===== src/rtl/mem_pkg.sv =====
// rtl/mem_pkg.sv - shared constants and state type for the program memory loader
//
// Purpose: loader FSM state encoding, header field positions and memory depth.
// Ports:   none (package).

package mem_pkg;

   typedef enum logic [1:0] {
      IDLE = 2'd0,
      DATA = 2'd1,
      CSUM = 2'd2,
      RESP = 2'd3
   } state_e;

   // Header byte: upper nibble is the start address, lower nibble is count-1.
   localparam int HDR_ADDR_MSB = 7;
   localparam int HDR_ADDR_LSB = 4;
   localparam int HDR_CNT_MSB  = 3;
   localparam int HDR_CNT_LSB  = 0;

   localparam int MEM_DEPTH = 16;

endpackage


===== src/rtl/mem_loader_csum.sv =====
// rtl/mem_loader_csum.sv - running mod-2^WIDTH checksum accumulator
//
// Purpose: accumulates bytes of a frame; the frame is good when the total is zero.
// Ports:
//   clk, rst_n   clock, asynchronous active-low reset
//   clr          restart the sum (applied before a same-cycle add)
//   add          add din into the sum
//   din          byte to add
//   is_zero      registered sum equals zero

module mem_loader_csum #(
   parameter int WIDTH = 8
) (
   input  logic             clk,
   input  logic             rst_n,
   input  logic             clr,
   input  logic             add,
   input  logic [WIDTH-1:0] din,
   output logic             is_zero
);

   logic [WIDTH-1:0] sum_q;
   logic [WIDTH-1:0] sum_d;

   // clr together with add loads din directly, used for the header byte.
   always_comb begin
      sum_d = (clr ? '0 : sum_q) + (add ? din : '0);
   end

   always_ff @(posedge clk or negedge rst_n) begin
      if (!rst_n) begin
         sum_q <= '0;
      end else begin
         sum_q <= sum_d;
      end
   end

   assign is_zero = (sum_q == '0);

endmodule


===== src/rtl/mem_loader.sv =====
// rtl/mem_loader.sv - framed byte stream to program RAM write cycles
//
// Purpose: parses header/data/checksum frames and issues one RAM write per data
//          byte, holding the CPU halted (busy) while a frame is in progress.
// Ports:
//   clk, rst_n           clock, asynchronous active-low reset
//   in_valid/in_ready    byte handshake, in_data is the byte
//   abort                drop the current frame, no response pulse
//   wr_en/wr_addr/wr_data RAM write port, one cycle after each data byte
//   busy                 frame in progress (CPU halt)
//   done / err           one-cycle response: checksum good / bad

module mem_loader
   import mem_pkg::*;
#(
   parameter int WIDTH  = 8,
   parameter int ADDR_W = 4
) (
   input  logic              clk,
   input  logic              rst_n,
   input  logic              in_valid,
   output logic              in_ready,
   input  logic [WIDTH-1:0]  in_data,
   input  logic              abort,
   output logic              wr_en,
   output logic [ADDR_W-1:0] wr_addr,
   output logic [WIDTH-1:0]  wr_data,
   output logic              busy,
   output logic              done,
   output logic              err
);

   localparam logic [ADDR_W-1:0] PTR_ONE = 1;

   state_e            state_q, state_d;
   logic [ADDR_W-1:0] ptr_q, ptr_d;
   logic [ADDR_W-1:0] rem_q, rem_d;
   logic              wr_en_q, wr_en_d;
   logic [ADDR_W-1:0] wr_addr_q, wr_addr_d;
   logic [WIDTH-1:0]  wr_data_q, wr_data_d;
   logic              sum_clr, sum_add, sum_zero;
   logic              xfer;

   assign in_ready = (state_q != RESP);
   assign xfer     = in_valid && in_ready;

   always_comb begin
      state_d   = state_q;
      ptr_d     = ptr_q;
      rem_d     = rem_q;
      wr_en_d   = 1'b0;
      wr_addr_d = wr_addr_q;
      wr_data_d = wr_data_q;
      sum_clr   = 1'b0;
      sum_add   = 1'b0;

      // abort wins over any byte offered in the same cycle.
      if (abort) begin
         state_d = IDLE;
         rem_d   = '0;
         sum_clr = 1'b1;
      end else begin
         unique case (state_q)
            IDLE: begin
               if (xfer) begin
                  ptr_d   = in_data[HDR_ADDR_MSB:HDR_ADDR_LSB];
                  rem_d   = in_data[HDR_CNT_MSB:HDR_CNT_LSB];
                  sum_clr = 1'b1;
                  sum_add = 1'b1;
                  state_d = DATA;
               end
            end
            DATA: begin
               if (xfer) begin
                  wr_en_d   = 1'b1;
                  wr_addr_d = ptr_q;
                  wr_data_d = in_data;
                  ptr_d     = ptr_q + PTR_ONE;
                  sum_add   = 1'b1;
                  if (rem_q == '0) begin
                     state_d = CSUM;
                  end else begin
                     rem_d = rem_q - PTR_ONE;
                  end
               end
            end
            CSUM: begin
               if (xfer) begin
                  sum_add = 1'b1;
                  state_d = RESP;
               end
            end
            RESP: begin
               state_d = IDLE;
            end
            default: begin
               state_d = IDLE;
            end
         endcase
      end
   end

   always_ff @(posedge clk or negedge rst_n) begin
      if (!rst_n) begin
         state_q   <= IDLE;
         ptr_q     <= '0;
         rem_q     <= '0;
         wr_en_q   <= 1'b0;
         wr_addr_q <= '0;
         wr_data_q <= '0;
      end else begin
         state_q   <= state_d;
         ptr_q     <= ptr_d;
         rem_q     <= rem_d;
         wr_en_q   <= wr_en_d;
         wr_addr_q <= wr_addr_d;
         wr_data_q <= wr_data_d;
      end
   end

   mem_loader_csum #(
      .WIDTH (WIDTH)
   ) u_csum (
      .clk     (clk),
      .rst_n   (rst_n),
      .clr     (sum_clr),
      .add     (sum_add),
      .din     (in_data),
      .is_zero (sum_zero)
   );

   // RESP holds the final sum, so the response decodes straight from state.
   assign wr_en   = wr_en_q;
   assign wr_addr = wr_addr_q;
   assign wr_data = wr_data_q;
   assign busy    = (state_q != IDLE);
   assign done    = (state_q == RESP) && sum_zero;
   assign err     = (state_q == RESP) && !sum_zero;

endmodule


===== config.mk =====
export PLATFORM = sky130hd
export DESIGN_NAME = mem_loader
export DESIGN_NICKNAME = d
export VERILOG_FILES = /design/src/rtl/mem_pkg.sv /design/src/rtl/mem_loader_csum.sv /design/src/rtl/mem_loader.sv
export SDC_FILE = /design/constraint.sdc
export NUM_CORES = 1
export LEC_CHECK = 0
export BUFFER_PORTS_ARGS = -buffer_cell sky130_fd_sc_hd__buf_2
export CELL_PAD_IN_SITES_DETAIL_PLACEMENT = 1
export CELL_PAD_IN_SITES_GLOBAL_PLACEMENT = 1
export CORE_ASPECT_RATIO = 1.75
export CORE_UTILIZATION = 47
export CTS_CLUSTER_SIZE = 28
export DETAILED_ROUTE_END_ITERATION = 8
export PLACE_DENSITY = 0.95
export SYNTH_ARGS = -nofsm -noshare
export SYNTH_HDL_FRONTEND = slang
export SYNTH_SLANG_ARGS = --single-unit

===== constraint.sdc =====
create_clock -name clk -period 5.4 [get_ports clk]
set_clock_uncertainty 0.15 [all_clocks]
set_input_delay 0.54 -clock clk [delete_from_list [all_inputs] [get_ports clk]]
set_output_delay 0.54 -clock clk [all_outputs]
set_load 0.01 [all_outputs]

# Word level (Yosys, flattened, before mapping)
# Cells that the tools add are included.
[totals] ff_bits=31 input_bits=12 word_cells=60 out_inout_bits=17
[classes] n_addsub=3 bitwise_logic=1 n_reduce_logical=15 eq_ne=11 n_mux=23
[op_table] operator="two-way mux 4 bit" count=6
[op_table] operator="two-way mux 8 bit" count=2
[op_table] operator="one-hot mux 4 bit (2 select lines)" count=2
[op_table] operator="inequality test 3 bit, second input constant" count=5
[op_table] operator="AND reduction 4 bit" count=3
[op_table] operator="two-way mux 2 bit" count=5
[op_table] operator="adder 8 bit" count=1
[op_table] operator="logical NOT 8 bit" count=1
[op_table] operator="one-hot mux 2 bit (4 select lines)" count=1
[op_table] operator="two-way mux 1 bit" count=7
[op_table] operator="inequality test 2 bit, second input constant" count=3
[op_table] operator="adder 4 x 1 -> 4 bit, second input constant" count=1
[op_table] operator="== test 2 bit, second input constant" count=2
[op_table] operator="logical NOT 4 bit" count=1
[op_table] operator="nonzero test 2 bit" count=2
[op_table] operator="subtractor 4 x 1 -> 4 bit, second input constant" count=1
[op_table] operator="logical AND 1 bit" count=3
[op_table] operator="AND reduction 3 bit" count=1
[op_table] operator="nonzero test 3 bit" count=1
[op_table] operator="OR reduction 3 bit" count=1
[op_table] operator="== test 2 x 1 -> 1 bit, second input constant" count=1
[op_table] operator="logical NOT 2 bit" count=1
[op_table] operator="logical NOT 1 bit" count=1
[op_table] operator="NOT 1 bit" count=1

# Logic depth before layout (Yosys ltp)
# Gate-level depths: netlist of the first run.
[depth] depth_word=7 mapped_depth=11 depth_no_buf=10

# Cells and area by module
# A second synthesis of the first run with hierarchy kept.
[hier_totals] cells_unflattened=178 hier_area_um2=1855.5
[modules_own_cells] mod="mem_loader" cells_per_inst=112 seq_area_each_um2=575.6 n_inst=1 area_each_um2=1239.9
[modules_own_cells] mod="mem_loader_csum" cells_per_inst=66 seq_area_each_um2=200.2 n_inst=1 area_each_um2=615.6

# Worst setup path before layout of the first run
# Ideal clock, no wire load.
[synth_timing] path_kind="register -> register" startpoint="register state_q[0]" endpoint="register u_csum.sum_q[6]" path_slack_ns=2.855 t_required_ns=5.170 stages_incl_launch_ff=12 setup_time_ns=0.080 synth_period_minus_slack_ns=2.545 arrival_time_ns=2.315 path_buffers=1 cell_sequence="dfrtp_1 -> inv_1 -> ha_1 -> clkbuf_1 -> a21oi_1 -> and2_1 -> ha_1 -> fa_1 -> a21oi_1 -> o211ai_1 -> a21oi_1 -> xnor2_1"
[synth_between] elab_chain_cells=7 elab_cells_between_ends=14 classes_between="add/sub: 1; eq/ne: 3; mux: 7; reduce/logical: 3"
[synth_rtl] element="start, declared" line_no="mem_loader.sv:35" text="state_e state_q, state_d;"
[synth_rtl] element="start signal, assigned" line_no="mem_loader.sv:112" text="state_q <= state_d;"
[synth_rtl] element="inequality test 2 bit" line_no="mem_loader.sv:44" text="assign in_ready = (state_q != RESP);"
[synth_rtl] element="logical AND 1 bit" line_no="mem_loader.sv:45" text="assign xfer = in_valid && in_ready;"
[synth_rtl] element="two-way mux 1 bit" line_no="mem_loader.sv:65, mem_loader.sv:74, mem_loader.sv:88"
[synth_rtl] element="two-way mux 1 bit, on equally long branches"
[synth_rtl] element="two-way mux 1 bit" line_no="mem_loader.sv:58" text="if (abort) begin"
[synth_rtl] element="two-way mux 8 bit" line_no="mem_loader_csum.sv:27" text="sum_d = (clr ? '0 : sum_q) + (add ? din : '0);"
[synth_rtl] element="adder 8 bit *" line_no="mem_loader_csum.sv:27"
[synth_rtl] element="via u_csum.sum_d[6]" line_no="mem_loader_csum.sv:23" text="logic [WIDTH-1:0] sum_d;"
[synth_rtl] element="end signal, assigned" line_no="mem_loader_csum.sv:34" text="sum_q <= sum_d;"
[synth_rtl] element="end, declared" line_no="mem_loader_csum.sv:22" text="logic [WIDTH-1:0] sum_q;"
# The timed path passes the listed nets; every way through them passes the cells marked *.
# A chain may end at the register's enable or synchronous reset.

# Worst setup path after layout of the first run
[layout_timing] startpoint="register state_q[0]" endpoint="register u_csum.sum_q[7]"
# Same word-level chain as after synthesis.

==> results.cfg, run 1 <==
[run_status]
status = finished, final reports clean

[worst_setup_path]
slowest_stage = dfrtp_1
crit_fanout = 6
cp_slowest_stage_delay_ns = 0.43
crit_path_cell_trace = ha_1 -> nand2b_1 -> nor3_1 -> ha_1 -> a211oi_1 -> o311ai_0 -> o31ai_1 -> xnor2_1
crit_top_cell = ha_1
crit_path_end_kind = flop
path_buf_inv = 0
critPathTopFamily = compound AO/OA/AOI/OAI gates
worstPathRequired_ns = 5.46
start_kind = flop
crit_type = flop to flop
worstPathArrival_ns = 3.02

[clock_tree]
cts_buffers = 5
holdBufCountCts = 0
insertion_delay_ns = 0.29
cts.sinks = 31
cts_tree = yes
cts_resized = 0
cts-root-buf = clkbuf_8
path_clk_slew_ns = 0.07
clockBufferDepth = 2
post-cts-setup-buffers = 0
htree_levels = 2

[detailed_routing]
ant_nets = 0
first_pass_iters = 3
top_layer_used = met4
initialDrtViolationCount = 6
vias = 1346
wire_per_inst_um = 17.7
drt-total-wl_um = 4300
avgViaCountPerCell = 5.54
drc = 0
wl_met2_um = 2410
wl_met3_um = 117
wirelength_met1_um = 1660

[yosys]
synth_top_cell_area_share_pct = 42.8
yosysMostFrequentCell = dfrtp_1
muxShareOfSynthArea_pct = 11.7
synth.yosys.seq_area_share_pct = 42.8
synth_area_leaders = dfrtp_1 (43%), ha_1 (9.7%), mux2_2 (8.7%)
ys_ff_latch = 31
yosys.area.top_type = dfrtp_1
synth_cell_type_count = 41
synthXorXnorAreaFrac_pct = 4.35
synth_commonest_cells = dfrtp_1 (31), ha_1 (14), mux2_2 (14), and2_1 (13)
mappedNetlistNets = 193
synthCells = 166
synth_compound_area_share_pct = 10.4
synthAdderAreaFrac_pct = 10.8
synth_edf_count = 0
async_flop_share_pct = 100
synthSimpleGateAreaFrac_pct = 15.3
netlist_area_um2 = 1810
ys_warn_count = 0
synth_top_flop_cell = dfrtp_1
synth_top_family_by_area = simple AND/OR/NAND/NOR gates
synth_area_per_cell_um2 = 10.9

[cells_and_area]
drive_gt1_share_pct = 28.4
stdcell_count = 243
postLayoutCellArea_um2 = 2060
ff_latch_area_um2 = 776
nNetsFinal = 223
insertedDiodeCount = 0
areaGrowthSynthToFinish_pct = 14.0
multi_input_area_um2 = 953
nFillCells = 444

[timing]
fin_ws_ns = 2.43
fmax_mhz = 337
rsz0062_at_grt = no
post-route-min-period_ns = 2.97
max_slew_margin_pct = 28.7
setup-violations-final = 0
final-max-slew-violation-count = 0
tns_ns = 0
worstMarginPinSlew_ns = 1.07
hold_viol = 0
fin_crit_sh_pct = 54.9
holdWs_ns = 0.141

[global_route]
grt_pass1_vias = 1508
grt_overflow_total = 0
antenna_found_initial = 0
grt_max_degree = 32
grt_pass1_wl_um = 7380
grt_usage_pct = 24.1

[die]
std_cell_rows = 29
die_w_um = 48.9
core_area_um2 = 3660
die_h_um = 84.1
io_pins = 29
start_util_pct = 49.4
die_area_um2 = 4110

[min_path]
worstHoldPathType = primary input to async pin

[placement]
dp_slack_ns = 2.50
numPortBuffers = 28
placed_area_um2 = 1960
dp_cells = 235
place_hpwl_um = 3200
gp_congestion = 0.814

[power]
power_leakage_nw = 1.03
cellPowerDensity_nw_per_um2 = 495
vdd_drop_max_uv = 249

[run]
max_cap_viol_count = 0
-- registers in the layout (all words and copies together), names as in the netlist --
register,flops
wr_addr,4
state_q,2
u_csum.sum_q,8
ptr_q,4
wr_en,1
rem_q,4
wr_data,8
-- logic make-up (layout without fill, tap and decap cells) --
kind of cell    count (synthesis)  count (layout)
fa+ha+maj                      15              15
buf+inv                        15              46
xor+xnor                        9               9
mux                            19              19
flops                          31              31
simple gates                   48              48
compound gates                 29              29
-- routing by layer --
layer  track usage, %  up-vias
li1                 -      639
met1             26.5      675
met2             43.1       22
met3             5.65       10
met4             10.7        0
met5                0        -
-- placed cells by master, fill, tap and decap left out, drive strengths merged, types with 6 or more instances in the layout --
master,Yosys,routed
mux2,15,15
o21ai,8,8
a21oi,7,7
xnor2,6,6
buf,2,28
and2,14,14
dfrtp,31,31
nor2,10,10
inv,10,10
clkbuf,3,8
ha,14,14
-- final cells by class --
class                   instances  area share [%]
repair buffers                 28            6.79
flip-flops and latches         31            37.6
well taps                      46            2.79
multi-input cells             120            46.2
clock buffers                   8            4.85
inverters                      10            1.82
-- worst register-to-register path, cell delays in order (launching register included) --
cell and delay, ns:
dfrtp_1 0.43, ha_1 0.29, nand2b_1 0.26, nor3_1 0.43
ha_1 0.36, a211oi_1 0.27, o311ai_0 0.24, o31ai_1 0.31
xnor2_1 0.15
-- report_power, final --
part           switching, mW  total [mW]  internal [mW]
Sequential            0.0643       0.385          0.320
Combinational          0.227       0.435          0.208
Clock                 0.0863       0.202          0.116
-- per-stage QoR --
step | util [%] | total power, mW
detailed placement | 53.6 | 0.823
CTS | 56.3 | 1.03
finish | 56.3 | 1.02
floorplan | - | 0.687
global route | 56.3 | 1.10
global placement | 53.6 | 0.790
-- path summary, 6_finish.rpt --
path                                        start                         to  slack [ns]  depth (start not counted)
max                        state_q[0]$_DFFE_PN0P_  u_csum.sum_q[7]$_DFF_PN0_        2.43                          8
min                                         rst_n       rem_q[1]$_DFFE_PN0P_        0.14                          1
min reg2reg                wr_addr[1]$_DFFE_PN0P_     wr_addr[1]$_DFFE_PN0P_        0.35                          1
max reg2reg                state_q[0]$_DFFE_PN0P_  u_csum.sum_q[7]$_DFF_PN0_        2.43                          8
min in group clk           wr_addr[1]$_DFFE_PN0P_     wr_addr[1]$_DFFE_PN0P_        0.35                          1
max in group asynchronous                   rst_n  u_csum.sum_q[3]$_DFF_PN0_        4.50                          1
Power figures use the tool's default switching activity.
==> inputs of run 2 (changes only) <==
--- a/config.mk
+++ b/config.mk
@@ -5,14 +5,15 @@
 export SDC_FILE = /design/constraint.sdc
 export NUM_CORES = 1
 export LEC_CHECK = 0
+export ABC_AREA = 1
 export BUFFER_PORTS_ARGS = -buffer_cell sky130_fd_sc_hd__buf_2
 export CELL_PAD_IN_SITES_DETAIL_PLACEMENT = 1
 export CELL_PAD_IN_SITES_GLOBAL_PLACEMENT = 1
 export CORE_ASPECT_RATIO = 1.75
-export CORE_UTILIZATION = 47
+export CORE_UTILIZATION = 42
 export CTS_CLUSTER_SIZE = 28
 export DETAILED_ROUTE_END_ITERATION = 8
-export PLACE_DENSITY = 0.95
+export PLACE_DENSITY = 0.91
 export SYNTH_ARGS = -nofsm -noshare
 export SYNTH_HDL_FRONTEND = slang
 export SYNTH_SLANG_ARGS = --single-unit
==> constraint.sdc (replaced) <==
create_clock -name clk -period 3 [get_ports clk]
set_clock_uncertainty 0.15 [all_clocks]
set_input_delay 0.3 -clock clk [delete_from_list [all_inputs] [get_ports clk]]
set_output_delay 0.3 -clock clk [all_outputs]
set_load 0.01 [all_outputs]
==> results.cfg, run 2 <==
[run_status]
status = finished, final reports clean

[worst_setup_path]
crit_path_cell_trace = ha_1 -> inv_2 -> nand3_1 -> nand2_2 -> nor2_1 -> ha_1 -> fa_1 -> nand4_1 -> nand3_1 -> nand2_1 -> nand2_1
crit_fanout = 8
r2r_slack_ns = 0.64
path_buf_inv = 1
crit_type = flop to flop
start_kind = flop
reg2reg_to = u_csum.sum_q[6]$_DFF_PN0_
crit_path_end_kind = flop
r2r-start = state_q[0]$_DFFE_PN0P_
reg2reg_depth = 11
critPathTopFamily = adder cells
cp_slowest_stage_delay_ns = 0.42
worstPathRequired_ns = 3.02
worstPathArrival_ns = 2.38
slowest_stage = dfrtp_1

[power]
switching_share_pct = 43.1
p_seq_share_pct = 37.3
clockPowerShare_pct = 16.8
p_switching_uw = 805
cellPowerDensity_nw_per_um2 = 849
comb_power_share_pct = 45.9
p_int_mw = 1.06
vdd_drop_max_uv = 458
power_leakage_nw = 1.21

[cells_and_area]
nFillCells = 581
final_cell_mix = nand2_1 (56), inv_1 (34), dfrtp_1 (31), buf_2 (28), nor2_1 (23)
nNetsFinal = 301
drive_gt1_share_pct = 24.4
stdcell_count = 326
final_common_cell = nand2_1
areaGrowthSynthToFinish_pct = 13.3
insertedDiodeCount = 0

[yosys]
netlist_area_um2 = 1940
ys_warn_count = 0
async_flop_share_pct = 100
synth_top_flop_cell = dfrtp_1
ys_ff_latch = 31
synth_area_leaders = dfrtp_1 (40%), nand2_1 (11%), ha_1 (9.0%)
synthCells = 242
mappedNetlistNets = 269
yosys.area.top_type = dfrtp_1
synth.yosys.seq_area_share_pct = 40.0
synth_cell_type_count = 25
yosysMostFrequentCell = nand2_1
synth_area_per_cell_um2 = 8.02
synth_top_cell_area_share_pct = 40.0
synth_edf_count = 0
synth_commonest_cells = nand2_1 (56), inv_1 (34), dfrtp_1 (31), nor2_1 (23), ha_1 (14)

[clock_tree]
cts-root-buf = clkbuf_8
clockBufferDepth = 2
insertion_delay_ns = 0.28
cts_buffers = 5
path_clk_slew_ns = 0.07
post-cts-setup-buffers = 0
cts_tree = yes
htree_levels = 2
cts.sinks = 31

[detailed_routing]
wire_per_inst_um = 14.3
initialDrtViolationCount = 33
avgViaCountPerCell = 5.12
drc = 0
drt-total-wl_um = 4680
vias = 1668
ant_nets = 0
first_pass_iters = 4

[placement]
dp_cells = 317
numPortBuffers = 28
place_hpwl_um = 3640
gp_congestion = 0.812

[global_route]
grt_usage_pct = 22.4
grt_max_degree = 32
antenna_found_initial = 0
grt_pass1_vias = 1799
grt_overflow_total = 0
grt_pass1_wl_um = 8010

[timing]
final-max-slew-violation-count = 0
rsz0062_at_grt = no
fin_crit_sh_pct = 78.6
fmax_mhz = 424
setup-violations-final = 0
holdWs_ns = 0.170
post-route-min-period_ns = 2.36
tns_ns = 0
max_slew_margin_pct = 52.7
hold_viol = 0
worstMarginPinSlew_ns = 0.709

[run]
max_cap_viol_count = 0

[die]
std_cell_rows = 32
die_area_um2 = 4910
core_area_um2 = 4400
io_pins = 29
start_util_pct = 44.1
die_w_um = 53.4
die_h_um = 91.9

[min_path]
whs_path_depth = 3
hold-path-endpoint = wr_data[4]$_DFFE_PN0P_
worstHoldStart = in_data[4]
worstHoldPathType = primary input to flop
[run 2: cell types whose count changed in the layout (fill, tap and decap cells not counted), moves of 7 or more]
cell and change:
o21ai_2 +10, nor2_1 +13, nand2_1 +51, nand2_2 +10
and2_1 -13, mux2_2 -14, nand4_1 +7, nand3_1 +12
inv_1 +24
[run 2: cell families (layout without fill, tap and decap cells)]
kind of cell	after synthesis	in the layout	share of synthesized area (%)
AND/OR/NAND/NOR	116	116	27.5
flip-flops	31	31	40.0
AO/OA/AOI/OAI	32	32	10.5
XOR/XNOR	5	5	2.26
buffers and inverters	43	76	9.67
adder cells (fa/ha/maj)	15	15	10.1
[run 2: cell type report]
cell class,count,area (µm²),area share (%)
Clock buffer,5,68.8,3.13
Timing Repair Buffer,29,150,6.83
Clock inverter,3,15.0,0.683
Multi-Input combinational cell,168,977,44.4
Tap cell,51,63.8,2.90
Sequential cell,31,776,35.3
Inverter,39,149,6.77
[run 2: power by group through the flow]
stage / combinational, mW / clock [mW] / sequential, mW
final: 0.858 / 0.314 / 0.696
after global placement: 0.819 / 0 / 0.692
after floorplan: 0.595 / 0 / 0.724
after detailed placement: 0.857 / 0 / 0.702
after CTS: 0.874 / 0.324 / 0.695
after global routing: 0.978 / 0.342 / 0.715
[run 2: how the worst max path moves through the flow]
| stage | startpoint | cells after the start | slack [ns] | endpoint |
|---|---|---|---|---|
| 2_1_floorplan | state_q[0]$_DFFE_PN0P_ | 10 | 0.82 | u_csum.sum_q[4]$_DFF_PN0_ |
| 3_3_place_gp | state_q[0]$_DFFE_PN0P_ | 11 | 0.75 | u_csum.sum_q[6]$_DFF_PN0_ |
| 3_5_place_dp | state_q[0]$_DFFE_PN0P_ | 12 | 0.64 | u_csum.sum_q[7]$_DFF_PN0_ |
| 4_1_cts | state_q[0]$_DFFE_PN0P_ | 11 | 0.63 | u_csum.sum_q[6]$_DFF_PN0_ |
| 5_1_grt | state_q[0]$_DFFE_PN0P_ | 11 | 0.45 | u_csum.sum_q[6]$_DFF_PN0_ |
| 6_report | state_q[0]$_DFFE_PN0P_ | 11 | 0.64 | u_csum.sum_q[6]$_DFF_PN0_ |
[run 2: metal layers]
metal,track usage [%],vias up,wire length [µm]
met4,9.21,0,132
met3,4.81,11,130
met5,0,-,0
met2,41.5,30,2680
li1,-,826,-
met1,22.5,801,1740
[run 2: through the flow]
stage               power (mW)  util, %  instance area (µm²)  worst slack [ns]
floorplan                 1.32        -                 1940             0.817
global placement          1.51     47.8                 2110             0.747
detailed placement        1.56     47.8                 2110             0.643
CTS                       1.89     49.9                 2200             0.626
global route              2.03     49.9                 2200             0.453
finish                    1.87     49.9                 2200             0.641
[run 2: tightest hold or removal path, stage by stage]
cell	delay, ns
buf_2	0.11
inv_1	0.09
o21ai_2	0.06
[run 2: timing repair]
item | CTS | global route
hold buffers | 1 | 0
resized for setup | 0 | 0
endpoints found under the hold margin | 31 | 0
==> inputs of run 3 (changes only) <==
--- a/config.mk
+++ b/config.mk
@@ -5,12 +5,12 @@
 export SDC_FILE = /design/constraint.sdc
 export NUM_CORES = 1
 export LEC_CHECK = 0
-export ABC_AREA = 1
+export ABC_AREA = 0
 export BUFFER_PORTS_ARGS = -buffer_cell sky130_fd_sc_hd__buf_2
 export CELL_PAD_IN_SITES_DETAIL_PLACEMENT = 1
 export CELL_PAD_IN_SITES_GLOBAL_PLACEMENT = 1
 export CORE_ASPECT_RATIO = 1.75
-export CORE_UTILIZATION = 42
+export CORE_UTILIZATION = 44
 export CTS_CLUSTER_SIZE = 28
 export DETAILED_ROUTE_END_ITERATION = 8
 export PLACE_DENSITY = 0.91
==> constraint.sdc (replaced) <==
create_clock -name clk -period 2.4 [get_ports clk]
set_clock_uncertainty 0.15 [all_clocks]
set_input_delay 0.24 -clock clk [delete_from_list [all_inputs] [get_ports clk]]
set_output_delay 0.24 -clock clk [all_outputs]
set_load 0.01 [all_outputs]
==> results.cfg, run 3 (same netlist as run 1, synthesis figures left out) <==
[global_route]
antenna_found_initial = 0
grt_pass1_vias = 1638
grt_usage_pct = 25.5
grt_pass1_wl_um = 8130
grt_max_degree = 32
grt_overflow_total = 0

[placement]
place_hpwl_um = 3400
dp_cells = 257
numPortBuffers = 28
gp_congestion = 0.792

[timing]
fmax_mhz = 405
hold_viol = 0
fin_crit_sh_pct = 103
rsz0062_at_grt = yes
tns_ns = -0.143
setup-violations-final = 4
max_slew_margin_pct = 52.6
final-max-slew-violation-count = 0
post-route-min-period_ns = 2.47
worstMarginPinSlew_ns = 0.711
fin_ws_ns = -0.0670

[cells_and_area]
stdcell_count = 274
ff_latch_area_um2 = 778
multi_input_area_um2 = 1100
nNetsFinal = 252
final_common_cell = dfrtp_1
drive_gt1_share_pct = 47.3
areaGrowthSynthToFinish_pct = 34.1
final_cell_mix = dfrtp_1 (29), buf_2 (28), buf_4 (27), mux2_2 (14)
insertedDiodeCount = 0
nFillCells = 439

[detailed_routing]
first_pass_iters = 4
initialDrtViolationCount = 32
drt-total-wl_um = 5320
vias = 1525
avgViaCountPerCell = 5.57
wire_per_inst_um = 19.4
ant_nets = 0
drc = 0

[clock_tree]
cts_buffers = 5
clockBufferDepth = 2
cts_tree = yes
insertion_delay_ns = 0.29
htree_levels = 2
path_clk_slew_ns = 0.07
cts-root-buf = clkbuf_8
cts.sinks = 31

[power]
switching_share_pct = 38.5
clockPowerShare_pct = 16.3
comb_power_share_pct = 48.4
p_switching_uw = 960
power_leakage_nw = 1.21
p_seq_share_pct = 35.4
p_int_mw = 1.53
vdd_drop_max_uv = 654
cellPowerDensity_nw_per_um2 = 1030

[worst_setup_path]
cp-endpoint = u_csum.sum_q[6]$_DFF_PN0_
slowest_stage = dfrtp_2
crit_path_cell_trace = ha_4 -> nor2b_4 -> a21oi_4 -> and2_4 -> ha_4 -> fa_2 -> a21oi_4 -> o211ai_1 -> a21oi_2 -> xnor2_1
worstPathRequired_ns = 2.46
reg2reg_depth = 10
r2r_slack_ns = -0.07
cp-startpoint = state_q[0]$_DFFE_PN0P_
r2r-start = state_q[0]$_DFFE_PN0P_
cp_num_cells = 10
cp_slowest_stage_delay_ns = 0.44
crit_type = flop to flop
crit_fanout = 4
critPathTopFamily = adder cells
worstPathArrival_ns = 2.53
start_kind = flop
crit_path_end_kind = flop
path_buf_inv = 0
reg2reg_to = u_csum.sum_q[6]$_DFF_PN0_

[die]
die_area_um2 = 4390
core_area_um2 = 3900
die_w_um = 50.5
io_pins = 29
start_util_pct = 46.4
die_h_um = 86.9
std_cell_rows = 30

[min_path]
worstHoldPathType = primary input to flop

[run_status]
status = finished, violations left
violations = setup timing

[run]
max_cap_viol_count = 0
-- run 3: cell types whose count changed in the layout (fill, tap and decap cells not counted), sizes merged, moves of 7 or more --
cell	before	now
buf	28	56
nand2	66	5
nand3	14	1
nand4	7	0
nor2	25	10
and2	0	14
o21ai	24	8
inv	39	10
mux2	0	15
-- run 3: layout make-up --
| type | instances | share of cell area [%] |
|---|---|---|
| multi-input cells | 120 | 45.5 |
| flip-flops and latches | 31 | 32.1 |
| repair buffers | 57 | 15.0 |
| clock buffers | 5 | 2.84 |
| well taps | 48 | 2.47 |
| inverters | 10 | 1.55 |
| clock inverters | 3 | 0.619 |
-- run 3: how the worst min path moves through the flow --
stage | end | startpoint | cells past startpoint | slack, ns
after floorplan | ptr_q[0]$_DFFE_PN0P_ | rst_n | 0 | -0.21
after global placement | rem_q[1]$_DFFE_PN0P_ | rst_n | 1 | 0.18
after detailed placement | rem_q[1]$_DFFE_PN0P_ | rst_n | 1 | 0.18
after CTS | wr_data[1]$_DFFE_PN0P_ | in_data[1] | 2 | 0.05
after global routing | wr_data[1]$_DFFE_PN0P_ | in_data[1] | 2 | 0.06
final | wr_data[1]$_DFFE_PN0P_ | in_data[1] | 2 | 0.05
-- run 3: power groups by stage --
stage,logic [mW],clock network [mW],registers (mW)
after floorplan,0.664,0,0.892
after global placement,1.00,0,0.857
after detailed placement,1.06,0,0.875
after CTS,1.11,0.411,0.860
after global routing,1.32,0.432,0.910
final,1.20,0.405,0.882
-- run 3: per-layer routing --
layer | share of wire (%) | track usage [%] | vias to the layer above
met5 | 0 | 0 | -
met4 | 4.1 | 10.6 | 0
met3 | 3.0 | 3.66 | 14
met2 | 56 | 47.2 | 41
met1 | 37 | 28.3 | 774
li1 | - | - | 696
-- run 3: per-stage QoR --
stage	instance area [µm²]	util, %	setup slack (ns)	power [mW]	hold WS, ns
final	2430	62.2	-0.0670	2.49	0.0527
after CTS	2290	58.7	-0.0117	2.38	0.0521
after global routing	2430	62.2	-0.167	2.66	0.0610
after detailed placement	2130	54.5	-0.230	1.93	0.177
after global placement	2130	54.5	-0.126	1.86	0.177
after floorplan	1820	-	-0.0303	1.56	-0.206
-- run 3: timing repair --
| item | CTS | global route |
|---|---|---|
| setup buffers | 3 | 5 |
| setup endpoints to repair | 4 | 4 |
| pin swaps | 3 | 11 |
| gates resized for setup | 9 | 21 |
| hold buffers | 1 | 0 |
| endpoints found under the hold margin | 31 | 0 |
